File: src/rtl/img2col_ram_reader_if.sv
// RAM read port plus im2col element stream between the reader and its environment.
// The master side is the reader; the slave side is the RAM model and the downstream consumer.
interface img2col_ram_reader_if #(
    parameter int DATA_WIDTH = 8,
    parameter int ADDR_SIZE  = 10
);
    logic [ADDR_SIZE-1:0]  ram_addra;
    logic                  ram_ena;
    logic                  ram_wea;
    logic [DATA_WIDTH-1:0] ram_dina;
    logic [DATA_WIDTH-1:0] ram_douta;
    logic                  m_valid;
    logic                  m_ready;
    logic [DATA_WIDTH-1:0] m_data;
    logic                  m_patch_last;
    logic                  m_last;

    modport master (
        output ram_addra, ram_ena, ram_wea, ram_dina,
        input  ram_douta,
        output m_valid, m_data, m_patch_last, m_last,
        input  m_ready
    );

    modport slave (
        input  ram_addra, ram_ena, ram_wea, ram_dina,
        output ram_douta,
        input  m_valid, m_data, m_patch_last, m_last,
        output m_ready
    );
endinterface

File: src/rtl/img2col_ram_reader.sv
// Walks a row-major IMG_H x IMG_W map in RAM and streams KxK stride-1 im2col patches.
// Reads are credit-limited so the 2-entry output FIFO can never overflow under backpressure.
module img2col_ram_reader #(
    parameter int DATA_WIDTH = 8,
    parameter int ADDR_SIZE  = 10,
    parameter int IMG_H      = 4,
    parameter int IMG_W      = 4,
    parameter int K          = 3
) (
    input  logic clka,
    input  logic rsta,
    input  logic start,
    output logic busy,
    output logic done,
    img2col_ram_reader_if.master bus
);
    localparam int OH = IMG_H - K + 1;
    localparam int OW = IMG_W - K + 1;
    localparam int CW = $clog2((IMG_H > IMG_W) ? IMG_H : IMG_W) + 1;
    localparam logic [CW-1:0]        K_M1  = CW'(K - 1);
    localparam logic [CW-1:0]        OH_M1 = CW'(OH - 1);
    localparam logic [CW-1:0]        OW_M1 = CW'(OW - 1);
    localparam logic [ADDR_SIZE-1:0] W_A   = ADDR_SIZE'(IMG_W);

    typedef enum logic [1:0] {S_IDLE, S_ISSUE, S_DRAIN, S_DONE} state_e;

    typedef struct packed {
        logic                  last;
        logic                  patch_last;
        logic [DATA_WIDTH-1:0] data;
    } elem_t;

    state_e          state_q, state_d;
    logic [CW-1:0]   kx_q, kx_d, ky_q, ky_d, ox_q, ox_d, oy_q, oy_d;
    elem_t [1:0]     fifo_q, fifo_d;
    logic            wr_ptr_q, wr_ptr_d, rd_ptr_q, rd_ptr_d;
    logic [1:0]      cnt_q, cnt_d;
    logic            infl_q, infl_d;
    logic [1:0]      infl_tag_q, infl_tag_d;   // {last, patch_last} of the read in flight

    logic                 issue, pop, push, last_k, last_o, valid;
    logic [2:0]           credit;
    logic [ADDR_SIZE-1:0] addr;
    elem_t                head;

    always_comb begin
        state_d    = state_q;
        kx_d       = kx_q;
        ky_d       = ky_q;
        ox_d       = ox_q;
        oy_d       = oy_q;
        fifo_d     = fifo_q;
        wr_ptr_d   = wr_ptr_q;
        rd_ptr_d   = rd_ptr_q;
        cnt_d      = cnt_q;

        valid  = (cnt_q != 2'd0);
        pop    = valid & bus.m_ready;
        push   = infl_q;
        last_k = (kx_q == K_M1) && (ky_q == K_M1);
        last_o = (ox_q == OW_M1) && (oy_q == OH_M1);
        addr   = (ADDR_SIZE'(oy_q) + ADDR_SIZE'(ky_q)) * W_A + ADDR_SIZE'(ox_q) + ADDR_SIZE'(kx_q);

        // Occupancy after this cycle's pop, counting the read whose data lands next cycle.
        credit = {1'b0, cnt_q} + {2'b00, infl_q} - {2'b00, pop};
        issue  = (state_q == S_ISSUE) && (credit < 3'd2);

        infl_d     = issue;
        infl_tag_d = {last_k && last_o, last_k};

        if (push) begin
            fifo_d[wr_ptr_q] = '{last: infl_tag_q[1], patch_last: infl_tag_q[0], data: bus.ram_douta};
            wr_ptr_d         = ~wr_ptr_q;
        end
        if (pop) rd_ptr_d = ~rd_ptr_q;
        cnt_d = cnt_q + {1'b0, push} - {1'b0, pop};

        if (issue) begin
            if (kx_q == K_M1) begin
                kx_d = '0;
                if (ky_q == K_M1) begin
                    ky_d = '0;
                    if (ox_q == OW_M1) begin
                        ox_d = '0;
                        oy_d = (oy_q == OH_M1) ? '0 : oy_q + 1'b1;
                    end else begin
                        ox_d = ox_q + 1'b1;
                    end
                end else begin
                    ky_d = ky_q + 1'b1;
                end
            end else begin
                kx_d = kx_q + 1'b1;
            end
        end

        case (state_q)
            S_IDLE:  if (start) state_d = S_ISSUE;
            S_ISSUE: if (issue && last_k && last_o) state_d = S_DRAIN;
            S_DRAIN: if (cnt_d == 2'd0 && !infl_q) state_d = S_DONE;
            S_DONE:  state_d = S_IDLE;
            default: state_d = S_IDLE;
        endcase
    end

    always_ff @(posedge clka) begin
        if (rsta) begin
            state_q    <= S_IDLE;
            kx_q       <= '0;
            ky_q       <= '0;
            ox_q       <= '0;
            oy_q       <= '0;
            fifo_q     <= '0;
            wr_ptr_q   <= 1'b0;
            rd_ptr_q   <= 1'b0;
            cnt_q      <= 2'd0;
            infl_q     <= 1'b0;
            infl_tag_q <= 2'b00;
        end else begin
            state_q    <= state_d;
            kx_q       <= kx_d;
            ky_q       <= ky_d;
            ox_q       <= ox_d;
            oy_q       <= oy_d;
            fifo_q     <= fifo_d;
            wr_ptr_q   <= wr_ptr_d;
            rd_ptr_q   <= rd_ptr_d;
            cnt_q      <= cnt_d;
            infl_q     <= infl_d;
            infl_tag_q <= infl_tag_d;
        end
    end

    assign head             = fifo_q[rd_ptr_q];
    assign bus.m_valid      = valid;
    assign bus.m_data       = valid ? head.data : '0;
    assign bus.m_patch_last = valid & head.patch_last;
    assign bus.m_last       = valid & head.last;
    assign bus.ram_ena      = issue;
    assign bus.ram_addra    = issue ? addr : '0;
    assign bus.ram_wea      = 1'b0;
    assign bus.ram_dina     = '0;
    assign busy             = (state_q == S_ISSUE) || (state_q == S_DRAIN);
    assign done             = (state_q == S_DONE);
endmodule

File: src/flat_wrapper.sv
// flat-port wrapper written by rule: the top's interface ports become plain ports
module img2col_ram_reader_flat 
#(
    parameter int DATA_WIDTH = 8,
    parameter int ADDR_SIZE  = 10,
    parameter int IMG_H      = 4,
    parameter int IMG_W      = 4,
    parameter int K          = 3
)
  (clka, rsta, start, busy, done, bus_ram_addra, bus_ram_ena, bus_ram_wea, bus_ram_dina, bus_ram_douta, bus_m_valid, bus_m_data, bus_m_patch_last, bus_m_last, bus_m_ready);
  img2col_ram_reader_if #(.DATA_WIDTH(DATA_WIDTH), .ADDR_SIZE(ADDR_SIZE)) bus_i ();
  input  logic clka;
  input  logic rsta;
  input  logic start;
  output logic busy;
  output logic done;
  output wire logic [$bits(bus_i.ram_addra)-1:0] bus_ram_addra;
  output wire logic [$bits(bus_i.ram_ena)-1:0] bus_ram_ena;
  output wire logic [$bits(bus_i.ram_wea)-1:0] bus_ram_wea;
  output wire logic [$bits(bus_i.ram_dina)-1:0] bus_ram_dina;
  input wire logic [$bits(bus_i.ram_douta)-1:0] bus_ram_douta;
  output wire logic [$bits(bus_i.m_valid)-1:0] bus_m_valid;
  output wire logic [$bits(bus_i.m_data)-1:0] bus_m_data;
  output wire logic [$bits(bus_i.m_patch_last)-1:0] bus_m_patch_last;
  output wire logic [$bits(bus_i.m_last)-1:0] bus_m_last;
  input wire logic [$bits(bus_i.m_ready)-1:0] bus_m_ready;
  assign bus_ram_addra = bus_i.ram_addra;
  assign bus_ram_ena = bus_i.ram_ena;
  assign bus_ram_wea = bus_i.ram_wea;
  assign bus_ram_dina = bus_i.ram_dina;
  assign bus_i.ram_douta = bus_ram_douta;
  assign bus_m_valid = bus_i.m_valid;
  assign bus_m_data = bus_i.m_data;
  assign bus_m_patch_last = bus_i.m_patch_last;
  assign bus_m_last = bus_i.m_last;
  assign bus_i.m_ready = bus_m_ready;
  img2col_ram_reader #(.DATA_WIDTH(DATA_WIDTH), .ADDR_SIZE(ADDR_SIZE), .IMG_H(IMG_H), .IMG_W(IMG_W), .K(K)) u_core (.clka(clka), .rsta(rsta), .start(start), .busy(busy), .done(done), .bus(bus_i));
endmodule
File: config.mk
export PLATFORM = sky130hd
export DESIGN_NAME = img2col_ram_reader_flat
export DESIGN_NICKNAME = d
export VERILOG_FILES = /design/src/rtl/img2col_ram_reader_if.sv /design/src/rtl/img2col_ram_reader.sv /design/src/flat_wrapper.sv
export SDC_FILE = /design/constraint.sdc
export NUM_CORES = 1
export LEC_CHECK = 0
export CORE_MARGIN = 2
export CORE_UTILIZATION = 35
export DETAILED_ROUTE_END_ITERATION = 12
export PLACE_DENSITY = 0.68
export SLEW_MARGIN = 20
export SYNTH_ARGS = -nofsm -noshare
export SYNTH_HDL_FRONTEND = slang
export SYNTH_SLANG_ARGS = --single-unit
File: constraint.sdc
create_clock -name clka -period 3.85 [get_ports clka]
set_input_delay 0.77 -clock clka [delete_from_list [all_inputs] [get_ports clka]]
set_output_delay 0.77 -clock clka [all_outputs]
set_load 0.01 [all_outputs]
==> impl_metrics.ini, run 1 <==
[floorplan]
dieWidth_um = 84.8
rows = 29
initial_core_util = 0.362
core_area_sq_um = 6310
die_y_um = 84.8
die_area_sq_um = 7190
ios = 45

[critical_path]
r2r-end = u_core.state_q[0]$_SDFFE_PP0P_
r2r_cells = 11
crit_family = adder cells
required_ps = 3080
crit_start = bus_m_ready
cp.depth = 10
crit_chain = clkdlybuf4s50_1 -> nor2b_4 -> ha_1 -> inv_1 -> ha_1 -> fa_1 -> and2b_2 -> buf_6 -> and3_2 -> buf_2
ff2ff_setup_slack_ps = 860
critPathMaxFanout = 6
cp_slowest_cell = fa_1
crit_arrival_ps = 3010
path_common_cell = ha_1
end_kind = primary output
cpPeakStageDelay_ps = 510
critPathKind = primary input to primary output
setup.worst_path.end = bus_ram_addra[2]
start_kind = primary input
rr_startpoint = u_core.cnt_q[1]$_SDFF_PP0_
critPathBufInv = 4

[clock_tree]
clk_latency_ps = 300
cts_hold_buf = 0
cts_setup_buffers = 0
clk_pin_slew_ps = 80
tritoncts = yes
numCtsBuffers = 5
clock_sinks = 41
htree_levels = 2
cts_root_buffer = clkbuf_8
clockBufferDepth = 2

[final_layout]
finalNonFillerCells = 384
antenna_cells = 0
multi_input_area_sq_um = 1310
final_util = 0.437
area_growth_pct = 20.6
fillers = 628
num-nets-final = 336
drive_gt1_frac = 0.111
seqCellArea_sq_um = 821

[route]
num_vias = 1864
drt_first_pass_iters = 4
wl_per_cell_um = 12.1
drt.antenna.violating_nets = 0
wl_um = 4650
post_drt_via_cell_ratio = 4.85
drc_errors = 0
first_iter_violations = 75

[job]
drv_cap = 0

[hold_path]
min-delay-path-class = flop to flop
min_path_cells = 2

[synthesis]
synth_edf_count = 0
ys_ff_latch = 41
synth_cell_types = 38
syn_area_sq_um = 2280
avgSynthCellArea_sq_um = 8.43
yosysSeqAreaShare = 0.359
yosys.area.top_type_share = 0.359
async_reset_ff_frac = 0
synth_top_area_cell = dfxtp_1
synth_warnings = 0
yosys-top-cells-area = dfxtp_1 (36%), a21oi_1 (7.7%), ha_1 (7.7%)
synth_flop_cell = dfxtp_1
synth_cells = 271
yosys-top-cells-count = nand2_1 (44), dfxtp_1 (41), a21oi_1 (35), nor2_1 (24), inv_1 (17)
yosysMostFrequentCell = nand2_1

[global_routing]
antenna_found_initial = 0
grt_max_degree = 22
grt_pass1_vias = 1710
grt.total_usage = 0.133
overflow = 0
grt_pass1_wl_um = 7760

[placed_design]
io_buffer_count = 32
hpwl_um = 3310
gp_congestion = 0.795
dp_cells = 376

[sta]
finalHoldViolCount = 0
rsz0062_at_grt = false
clock.fmax_ghz = 0.265
skew_ps = 8.32
fin_crit_sh = 0.981
hold_ws_ps = 450
slew_viol_final = 0
setup_violations = 0
tightest_slew_ps = 795
finalCriticalPeriod_ps = 3780
slew_headroom = 0.468

[power]
vdd_ir_drop_max_mv = 0.278
p_leak_nw = 1.07
power_density_nw_per_um2 = 559

[outcome]
status = finished, final reports clean
-- repair_timing --
item / in CTS / in global routing
pin swaps: 2 / 2
gates resized for setup: 34 / 4
endpoints found under the setup margin: 8 / 8
-- per-layer routing --
| metal | global-route usage | share of wire | vias up |
|---|---|---|---|
| met5 | 0 | 0 | - |
| met4 | 0.0375 | 0.010 | 0 |
| met3 | 0.0482 | 0.068 | 4 |
| met2 | 0.218 | 0.46 | 55 |
| met1 | 0.167 | 0.46 | 849 |
| li1 | - | - | 956 |
-- tightest hold or removal path, stage by stage (launching register included) --
cell	delay (ps)
dfxtp_1	310
nand2_1	50
a21oi_1	50
-- metrics by stage --
step / cell area (sq um) / setup slack, ps / power (mW) / TNS (ps)
floorplan: 2330 / 316 / 0.937 / 0
global placement: 2660 / -447 / 1.17 / -2810
detailed placement: 2660 / -401 / 1.18 / -2720
CTS: 2750 / -9.00 / 1.55 / -9.00
global route: 2760 / 1.96 / 1.64 / 0
finish: 2760 / 71.5 / 1.54 / 0
-- power by group --
part           switching, mW  total, mW  internal [mW]
Clock                  0.157      0.351          0.194
Sequential            0.0736      0.550          0.476
Combinational          0.333      0.639          0.306
-- cells by family (layout without fill, tap and decap cells) --
logic type | count (synthesis) | in the layout | synth area share
adder cells (fa/ha/maj) | 18 | 18 | 0.112
other | 1 | 12 | 0.00164
buffers and inverters | 40 | 65 | 0.0893
XOR/XNOR | 10 | 10 | 0.0416
AND/OR/NAND/NOR | 100 | 100 | 0.223
flip-flops | 41 | 41 | 0.359
AO/OA/AOI/OAI | 50 | 50 | 0.125
multiplexers | 11 | 11 | 0.0482
-- layout by cell type (no fill, tap or decap), types with 5 or more instances in the layout --
cell type / n
a21oi_1: 35
nand2_1: 43
buf_4: 6
clkdlybuf4s50_1: 24
mux2i_1: 11
conb_1: 12
o31ai_1: 6
clkbuf_8: 5
nor2_1: 24
or4_1: 6
ha_1: 14
buf_2: 7
dfxtp_1: 41
xnor2_1: 7
nand2b_1: 5
inv_1: 17
-- worst min-delay path by stage --
stage | from | end | slack [ps]
6_report | u_core.infl_tag_q[0]$_SDFF_PP0_ | u_core.fifo_q[8]$_SDFFE_PP0P_ | 450
5_1_grt | u_core.infl_tag_q[0]$_SDFF_PP0_ | u_core.fifo_q[18]$_SDFFE_PP0P_ | 460
3_5_place_dp | u_core.infl_tag_q[1]$_SDFF_PP0_ | u_core.fifo_q[9]$_SDFFE_PP0P_ | 440
4_1_cts | u_core.infl_tag_q[0]$_SDFF_PP0_ | u_core.fifo_q[8]$_SDFFE_PP0P_ | 450
2_1_floorplan | u_core.infl_tag_q[0]$_SDFF_PP0_ | u_core.fifo_q[18]$_SDFFE_PP0P_ | 430
3_3_place_gp | u_core.infl_tag_q[1]$_SDFF_PP0_ | u_core.fifo_q[9]$_SDFFE_PP0P_ | 440
-- registers in the layout (all words and copies together) (netlist names) --
signal	cells
u_core.ky_q	3
u_core.state_q	2
u_core.infl_q	1
u_core.wr_ptr_q	1
u_core.infl_tag_q	2
u_core.rd_ptr_q	1
u_core.kx_q	3
u_core.ox_q	3
u_core.cnt_q	2
u_core.fifo_q	20
u_core.oy_q	3
-- final cells by class --
class | count | share of cell area
inverter | 17 | 0.0232
tap | 77 | 0.0350
clock inverter | 3 | 0.0168
sequential | 41 | 0.298
clock buffer | 5 | 0.0250
multi-input combinational | 201 | 0.476
timing repair buffer | 40 | 0.126
Note: power is estimated with default switching activity, not from simulation.
==> inputs of run 2 (changes only) <==
==> constraint.sdc (replaced) <==
create_clock -name clka -period 3.85 [get_ports clka]
set_input_delay 0.77 -clock clka [delete_from_list [all_inputs] [get_ports clka]]
set_output_delay 0.77 -clock clka [all_outputs]
set_load 0.005 [all_outputs]
==> run 2 against run 1 <==
- register-to-register slack got worse by 130 ps
- global-route usage rose by 1.5 points
- fmax rose by 5.5%
- sequential cell count did not move
- largest cell class unchanged
==> impl_metrics.ini, run 2 (synthesized netlist as in run 1, its figures left out) <==
[sta]
fin_crit_sh = 0.930
hold_ws_ps = 452
setup_violations = 0
tightest_slew_ps = 746
fin_ws_ps = 268
skew_ps = 6.67
rsz0062_at_grt = false
clock.fmax_ghz = 0.279
final.setup.tns_ps = 0
slew_viol_final = 0
slew_headroom = 0.502
finalCriticalPeriod_ps = 3580
finalHoldViolCount = 0

[global_routing]
grt.total_usage = 0.149
antenna_found_initial = 0
overflow = 0
grt_pass1_wl_um = 8670
grt_pass1_vias = 1896
grt_max_degree = 23

[job]
drv_cap = 0

[route]
drt.antenna.violating_nets = 0
num_vias = 1899
wl_per_cell_um = 12.8
post_drt_via_cell_ratio = 4.87
wl_um = 4990
drt_first_pass_iters = 4
first_iter_violations = 70
drc_errors = 0

[floorplan]
initial_core_util = 0.362
die_area_sq_um = 7190
core_area_sq_um = 6310
dieWidth_um = 84.8
ios = 45
die_y_um = 84.8
rows = 29

[placed_design]
dp_cells = 376
place_area_sq_um = 2660
hpwl_um = 3400
io_buffer_count = 32
preCtsSetupSlack_ps = -409
gp_congestion = 0.793

[critical_path]
critPathMaxFanout = 4
critPathKind = primary input to primary output
start_kind = primary input
r2r_cells = 12
required_ps = 3080
crit_arrival_ps = 2810
end_kind = primary output

[power]
switching_share = 0.368
p_sw_mw = 0.601
power_density_nw_per_um2 = 570
pwr-share-seq = 0.337
pwr-share-clk = 0.217
p_leak_nw = 1.13
vdd_ir_drop_max_mv = 0.243
intPower_mw = 1.03
power_frac_comb = 0.446

[final_layout]
finalNonFillerCells = 390
regMostFlops = u_core.fifo_q
fin_area_sq_um = 2870
fillers = 656
area_growth_pct = 25.5
layout_common_cells = nand2_1 (43), dfxtp_1 (41), a21oi_1 (35)
antenna_cells = 0
largest_register_ffs = 20
final_common_cell = nand2_1
num-nets-final = 342
seqCellArea_sq_um = 821
multi_input_area_sq_um = 1360
drive_gt1_frac = 0.137

[clock_tree]
clock_sinks = 41
clockBufferDepth = 2
cts_hold_buf = 0
tritoncts = yes
numCtsBuffers = 5
cts_root_buffer = clkbuf_8
htree_levels = 2
clk_pin_slew_ps = 90
clk_latency_ps = 300

[hold_path]
min-delay-path-class = flop to flop
min_path_cells = 2

[outcome]
status = finished, final reports clean
[run 2: cell count changes in the layout (fill, tap and decap cells not counted), sizes merged]
cell,change
clkdlybuf4s50,-1
clkbuf,-1
buf,+4
dlymetal6s2s,+1
dlygate4sd2,+2
clkdlybuf4s15,+1
[run 2: worst paths after layout]
path	startpoint	end	slack (ps)
worst min-delay path	u_core.infl_tag_q[0]$_SDFF_PP0_	u_core.fifo_q[8]$_SDFFE_PP0P_	450
worst max register to register	u_core.cnt_q[1]$_SDFF_PP0_	u_core.oy_q[2]$_SDFFE_PP0P_	730
worst max-delay path	bus_m_ready	bus_ram_addra[2]	270
worst min register to register	u_core.infl_tag_q[0]$_SDFF_PP0_	u_core.fifo_q[8]$_SDFFE_PP0P_	450
[run 2: power groups by stage]
stage          clock network [mW]  registers (mW)  logic (mW)
6_report                    0.354           0.550       0.729
5_1_grt                     0.383           0.560       0.805
4_1_cts                     0.362           0.552       0.704
3_5_place_dp                    0           0.561       0.613
3_3_place_gp                    0           0.559       0.596
2_1_floorplan                   0           0.520       0.400
[run 2: layout make-up]
cell class	instances	area share
multi-input combinational	201	0.474
clock buffer	5	0.0240
tap	77	0.0336
clock inverter	3	0.0161
sequential	41	0.286
timing repair buffer	46	0.144
inverter	17	0.0223
[run 2: timing repair]
action                     CTS  global route
pin swaps                    3             1
buffers inserted             5             1
setup endpoints to repair    8             8
gates resized for setup     29            12
[run 2: routing by layer]
| metal | wire length, um | up-vias | share of wire | GRT usage |
|---|---|---|---|---|
| met2 | 2390 | 48 | 0.48 | 0.249 |
| met4 | 62 | 0 | 0.012 | 0.0534 |
| met3 | 267 | 5 | 0.054 | 0.0433 |
| met1 | 2270 | 878 | 0.46 | 0.181 |
| li1 | - | 968 | - | - |
| met5 | 0 | - | 0 | 0 |
[run 2: stage by stage]
step	util	power, mW
floorplan	-	0.920
global placement	0.422	1.16
detailed placement	0.422	1.17
CTS	0.452	1.62
global route	0.454	1.75
finish	0.454	1.63
[run 2: worst max-delay path, cell delays in order]
cell,delay (ps)
dlymetal6s2s_1,120
nor2b_4,130
ha_4,260
inv_1,30
ha_2,160
fa_1,520
and2b_2,250
buf_6,120
and3_2,180
dlygate4sd2_1,260
